**src/rtl/parameters.sv**
```systemverilog
// ============================================================================
// parameters.sv : ALU mode codes shared by the ALU and its controller
// Revision      : 1.0
// ============================================================================
`ifndef ALU_PARAMETERS_SV
`define ALU_PARAMETERS_SV
`default_nettype none

`define OP_ADD 1
`define OP_SUB 2
`define OP_AND 3
`define OP_OR  4
`define OP_XOR 5

`default_nettype wire
`endif

```
**src/rtl/alu_ctrl_pkg.sv**
```systemverilog
// ============================================================================
// alu_ctrl_pkg : command codes, FSM states and ALU mode constants for alu_ctrl
// Revision     : 1.0
// ============================================================================
`include "parameters.sv"
`default_nettype none

package alu_ctrl_pkg;

   localparam logic [1:0] CMD_NOP = 2'b00;
   localparam logic [1:0] CMD_LDI = 2'b01;
   localparam logic [1:0] CMD_MOV = 2'b10;
   localparam logic [1:0] CMD_ALU = 2'b11;

   localparam int MODE_ADD = `OP_ADD;
   localparam int MODE_SUB = `OP_SUB;
   localparam int MODE_AND = `OP_AND;
   localparam int MODE_OR  = `OP_OR;
   localparam int MODE_XOR = `OP_XOR;

   typedef enum logic [1:0] {
      IDLE  = 2'd0,
      ISSUE = 2'd1,
      WB    = 2'd2
   } state_t;

endpackage

`default_nettype wire

```
**src/rtl/alu_ctrl_regfile.sv**
```systemverilog
// ============================================================================
// ctrl_regfile : NREG x N register file, one write port, two async read ports
// Revision     : 1.0
// ============================================================================
`default_nettype none

module ctrl_regfile #(
   parameter int N    = 8,
   parameter int NREG = 4,
   parameter int RAW  = $clog2(NREG)
) (
   input  logic           clk,
   input  logic           rst,
   input  logic           i_we,
   input  logic [RAW-1:0] i_waddr,
   input  logic [N-1:0]   i_wdata,
   input  logic [RAW-1:0] i_raddr_a,
   output logic [N-1:0]   o_rdata_a,
   input  logic [RAW-1:0] i_raddr_b,
   output logic [N-1:0]   o_rdata_b
);

   logic [N-1:0] r_mem [NREG];

   always_ff @(posedge clk or posedge rst) begin
      if (rst) begin
         for (int i = 0; i < NREG; i++) begin
            r_mem[i] <= '0;
         end
      end else if (i_we) begin
         r_mem[i_waddr] <= i_wdata;
      end
   end

   assign o_rdata_a = r_mem[i_raddr_a];
   assign o_rdata_b = r_mem[i_raddr_b];

endmodule

`default_nettype wire

```
**src/rtl/alu_ctrl.sv**
```systemverilog
// ============================================================================
// alu_ctrl : command-driven initiator for a registered ALU with a local regfile
// Revision : 1.0
// ============================================================================
`default_nettype none

module alu_ctrl
   import alu_ctrl_pkg::*;
#(
   parameter int N    = 8,
   parameter int NREG = 4,
   parameter int RAW  = $clog2(NREG)
) (
   input  logic           clk,
   input  logic           rst,
   input  logic           cmd_valid,
   output logic           cmd_ready,
   input  logic [1:0]     cmd_op,
   input  logic [N-1:0]   cmd_mode,
   input  logic [RAW-1:0] cmd_rd,
   input  logic [RAW-1:0] cmd_ra,
   input  logic [RAW-1:0] cmd_rb,
   input  logic [N-1:0]   cmd_imm,
   output logic           rsp_valid,
   output logic [N-1:0]   rsp_data,
   output logic           rsp_zero,
   output logic           rsp_carry,
   output logic           alu_enable,
   output logic [N-1:0]   alu_mode,
   output logic [N-1:0]   alu_a,
   output logic [N-1:0]   alu_b,
   input  logic [N-1:0]   alu_out,
   input  logic           alu_zero,
   input  logic           alu_carry
);

   state_t         r_state;
   logic [RAW-1:0] r_rd;
   logic           r_zero;
   logic           r_carry;

   logic           w_accept;
   logic           w_we;
   logic [RAW-1:0] w_waddr;
   logic [N-1:0]   w_wdata;
   logic [N-1:0]   w_rdata_a;
   logic [N-1:0]   w_rdata_b;
   logic           w_sets_carry;

   // Held low during reset so no command can be seen as accepted mid-reset.
   assign cmd_ready    = (r_state == IDLE) & ~rst;
   assign w_accept     = cmd_valid & cmd_ready;
   assign w_sets_carry = (alu_mode == N'(MODE_ADD)) | (alu_mode == N'(MODE_SUB));
   assign rsp_zero     = r_zero;
   assign rsp_carry    = r_carry;

   // WB owns the write port; IDLE ops can never collide since accept needs IDLE.
   always_comb begin
      w_we    = 1'b0;
      w_waddr = cmd_rd;
      w_wdata = cmd_imm;
      if (r_state == WB) begin
         w_we    = 1'b1;
         w_waddr = r_rd;
         w_wdata = alu_out;
      end else if (w_accept) begin
         case (cmd_op)
            CMD_LDI: w_we = 1'b1;
            CMD_MOV: begin
               w_we    = 1'b1;
               w_wdata = w_rdata_a;
            end
            default: w_we = 1'b0;
         endcase
      end
   end

   ctrl_regfile #(
      .N    (N),
      .NREG (NREG),
      .RAW  (RAW)
   ) u_regfile (
      .clk       (clk),
      .rst       (rst),
      .i_we      (w_we),
      .i_waddr   (w_waddr),
      .i_wdata   (w_wdata),
      .i_raddr_a (cmd_ra),
      .o_rdata_a (w_rdata_a),
      .i_raddr_b (cmd_rb),
      .o_rdata_b (w_rdata_b)
   );

   always_ff @(posedge clk or posedge rst) begin
      if (rst) begin
         r_state    <= IDLE;
         r_rd       <= '0;
         r_zero     <= 1'b0;
         r_carry    <= 1'b0;
         rsp_valid  <= 1'b0;
         rsp_data   <= '0;
         alu_enable <= 1'b0;
         alu_mode   <= '0;
         alu_a      <= '0;
         alu_b      <= '0;
      end else begin
         rsp_valid  <= 1'b0;
         alu_enable <= 1'b0;
         case (r_state)
            IDLE: begin
               if (w_accept) begin
                  if (cmd_op == CMD_ALU) begin
                     alu_a      <= w_rdata_a;
                     alu_b      <= w_rdata_b;
                     alu_mode   <= cmd_mode;
                     r_rd       <= cmd_rd;
                     alu_enable <= 1'b1;
                     r_state    <= ISSUE;
                  end else begin
                     rsp_valid <= 1'b1;
                     rsp_data  <= (cmd_op == CMD_NOP) ? '0 : w_wdata;
                  end
               end
            end
            ISSUE: begin
               r_state <= WB;
            end
            WB: begin
               rsp_valid <= 1'b1;
               rsp_data  <= alu_out;
               r_zero    <= alu_zero;
               if (w_sets_carry) begin
                  r_carry <= alu_carry;
               end
               r_state <= IDLE;
            end
            default: begin
               r_state <= IDLE;
            end
         endcase
      end
   end

endmodule

`default_nettype wire

```
**config.mk**
```make
export PLATFORM = sky130hd
export DESIGN_NAME = alu_ctrl
export DESIGN_NICKNAME = d
export VERILOG_FILES = /design/src/rtl/alu_ctrl_pkg.sv /design/src/rtl/alu_ctrl_regfile.sv /design/src/rtl/alu_ctrl.sv
export VERILOG_INCLUDE_DIRS = /design/src /design/src/rtl
export SDC_FILE = /design/constraint.sdc
export NUM_CORES = 1
export LEC_CHECK = 0
export ABC_AREA = 0
export CAP_MARGIN = 20
export CORE_ASPECT_RATIO = 0.8
export CORE_MARGIN = 4
export CORE_UTILIZATION = 52
export CTS_BUF_LIST = sky130_fd_sc_hd__clkbuf_4 sky130_fd_sc_hd__clkbuf_8 sky130_fd_sc_hd__clkbuf_16
export DETAILED_ROUTE_END_ITERATION = 16
export GPL_ROUTABILITY_DRIVEN = 0
export PLACE_DENSITY_LB_ADDON = 0.15
export SLEW_MARGIN = 20
export SYNTH_ARGS = -nofsm -noshare
export SYNTH_HDL_FRONTEND = slang
export SYNTH_HIERARCHICAL = 1
export SYNTH_SLANG_ARGS = --single-unit
```
**constraint.sdc**
```tcl
create_clock -name clk -period 2.2 [get_ports clk]
set_input_delay 0.44 -clock clk [delete_from_list [all_inputs] [get_ports clk]]
set_output_delay 0.44 -clock clk [all_outputs]
set_load 0.02 [all_outputs]
```
==> results.yml <==
drt:
  wirelength_um: 9311
  dr.pass1.iters: 5
  via_count: 2745
  antenna_left: 0
  drtIter0Drc: 140
  drt-wirelength-per-cell_um: 19.56
  via_per_inst: 5.767
  drcViolationCount: 0
final_layout:
  antenna_cells: 0
  drive_above_1_share: 0.3805
  area_growth_pct: 35.01
  fin_cells: 476
  mostFrequentLayoutCell: "dfrtp_1"
  final_cell_mix: "72 x dfrtp_1, 71 x clkdlybuf4s50_1, 47 x buf_4"
  nNetsFinal: 427
sta:
  tightestPinTransition_ns: 0.5684
  max_slew_margin: 0.6176
  clock-skew-final_ns: 0.007327
  clock.fmax_ghz: 0.4735
  drv_slew: 0
  tns_ns: 0
  period_minus_slack_ns: 2.112
  finalHoldViolations: 0
  report.final.setup_viol: 0
  min_period_over_period: 0.9600
  fin_ws_ns: 0.08802
worst_setup_path:
  crit_fanout: 4
  reg2reg_slack_ns: 0.21
  cp.arrival_ns: 2.34
  max_stage_delay_ns: 0.48
  reg2reg_depth: 7
  rr_startpoint: "r_state[0]"
  path_class: "input port to flip-flop"
  startpoint_type: "input port"
  cp_slowest_cell: "clkdlybuf4s50_1"
  critPathCaptureType: "flip-flop"
  r2r_end: "u_regfile/r_mem[27]"
  critPathCapture: "u_regfile/r_mem[2]"
  cp.required_ns: 2.42
  crit_chain: "clkdlybuf4s50_1, inv_1, ha_1, a31oi_1, nor2_1, buf_4, buf_4, nand3_2, buf_4, mux2_2"
  crit_start: "cmd_op[0]"
  cp_common_cell: "buf_4"
clock_network:
  cts_buffer_depth: 2
  cts_tree: "done"
  htree_levels: 3
  hold_buffers: 0
  cts-root-buf: "clkbuf_8"
  numClockSinks: 72
  clkTransAtPathRegs_ns: 0.07
  clock_latency_ns: 0.34
  cts_made_buffers: 9
floorplanning:
  die_x_um: 102.4
  core_area_um2: 6892
  rows: 27
  die_y_um: 83.55
  io_pins: 74
  die_area_um2: 8558
  start_util: 0.5383
synthesis:
  syn_inst: 271
  synth.largest_area_cell: "dfrtp_1"
  synth_area_um2: 3710
  ys_ff_latch: 72
  synth_edf_count: 0
  synth_top_area_frac: 0.4857
  seq_area_frac_synth: 0.4857
  synth_top_cells_by_area: "dfrtp_1 49%, mux2_2 12%, mux4_2 9.7%"
  syn-num-nets: 312
  avgSynthCellArea_um2: 13.69
  yosys_warnings: 6
  synthArstFlopShare: 1.000
  synth_cell_types: 43
  ys.flop_type: "dfrtp_1"
grt:
  grt_pass1_vias: 2818
  antenna_found_initial: 0
  grt.total_usage: 0.2308
  grt_max_degree: 41
  grt-ovfl-total: 0
  grt_pass1_wl_um: 15080
hold_path:
  hold_path_class: "flip-flop to flip-flop"
placement:
  pre_cts_ws_ns: -0.3982
  dp_hpwl_um: 7015
  portBuffers: 73
  dp_cells: 462
power:
  leakage_nw: 2.273
  power_density_nw_per_um2: 956.3
  peakVddDrop_mv: 0.5790
flow_run:
  drv_cap: 0
outcome:
  status: "finished, final reports clean"
[through the flow]
stage	instance area, µm²	util	hold WS (ns)	power, mW
floorplan	3714	-	0.4230	3.044
global route	5009	0.7268	0.5263	5.038
finish	5009	0.7268	0.5019	4.790
global placement	4816	0.6988	0.4626	3.847
CTS	4980	0.7226	0.4941	4.816
detailed placement	4816	0.6988	0.4777	3.909
[per-layer routing]
metal	share of wire	track usage	vias up
met5	0	0	-
met4	0.013	0.07032	0
met3	0.065	0.05263	11
met2	0.48	0.3505	90
met1	0.45	0.3295	1392
li1	-	-	1252
[kinds of logic after synthesis]
kind of cell,Yosys count,synth area share
XOR/XNOR,1,0.002361
flip-flops,72,0.4857
AO/OA/AOI/OAI,33,0.06071
AND/OR/NAND/NOR,51,0.08196
adder cells (fa/ha/maj),4,0.01349
buffers and inverters,27,0.03980
multiplexers,83,0.3160
[area by class of cell]
type,instances,area [µm²]
inverters,10,41.29
clock buffers,13,160.2
well taps,87,108.9
repair buffers,121,1105
clock inverters,1,5.005
flip-flops and latches,72,1802
fillers,492,1883
multi-input cells,172,1787
[synthesized netlist by cell type, drive strengths merged (2+ instances only)]
cell	number
nand3b	2
o311ai	6
dfrtp	72
inv	10
mux4	16
a22oi	7
ha	4
buf	8
mux2	59
or2	2
nor3	5
mux2i	8
nor2	9
nand3	9
nand2	11
o22ai	7
a21oi	8
nor3b	3
nor4bb	2
clkbuf	9
[report_power, final]
part           total [mW]  internal, mW  switching, mW
Sequential           2.04          1.75          0.286
Combinational        1.85          1.11          0.739
Clock               0.906         0.464          0.441
Total                4.79          3.32           1.47
[flip-flops by register name, indices dropped and copies added (netlist names), 2 cells and up]
register,count
alu_a,8
alu_b,8
alu_mode,8
r_rd,2
r_state,2
rsp_data,8
u_regfile/r_mem,32
[worst min-delay path by stage]
stage,endpoint,from,depth (start not counted),slack [ns]
after CTS,rsp_zero,rsp_zero,2,0.49
final,rsp_zero,rsp_zero,2,0.50
after global placement,rsp_zero,rsp_zero,2,0.46
after floorplan,alu_a[0],rst,1,0.42
after detailed placement,rsp_zero,rsp_zero,2,0.48
after global routing,alu_a[7],alu_a[7],1,0.53
[what timing repair did]
item,in CTS,in global routing
endpoints found under the setup margin,5,19
resized for setup,2,5
setup buffers,0,0
cloned,0,0
[worst max-delay path, delay by kind of cell]
kind | cells | cell delay [ns]
AO/OA/AOI/OAI | 1 | 0.18
AND/OR/NAND/NOR | 2 | 0.14
multiplexers | 1 | 0.33
buffers and inverters | 5 | 0.97
adder cells (fa/ha/maj) | 1 | 0.29
(Power assumes the default switching activity.)
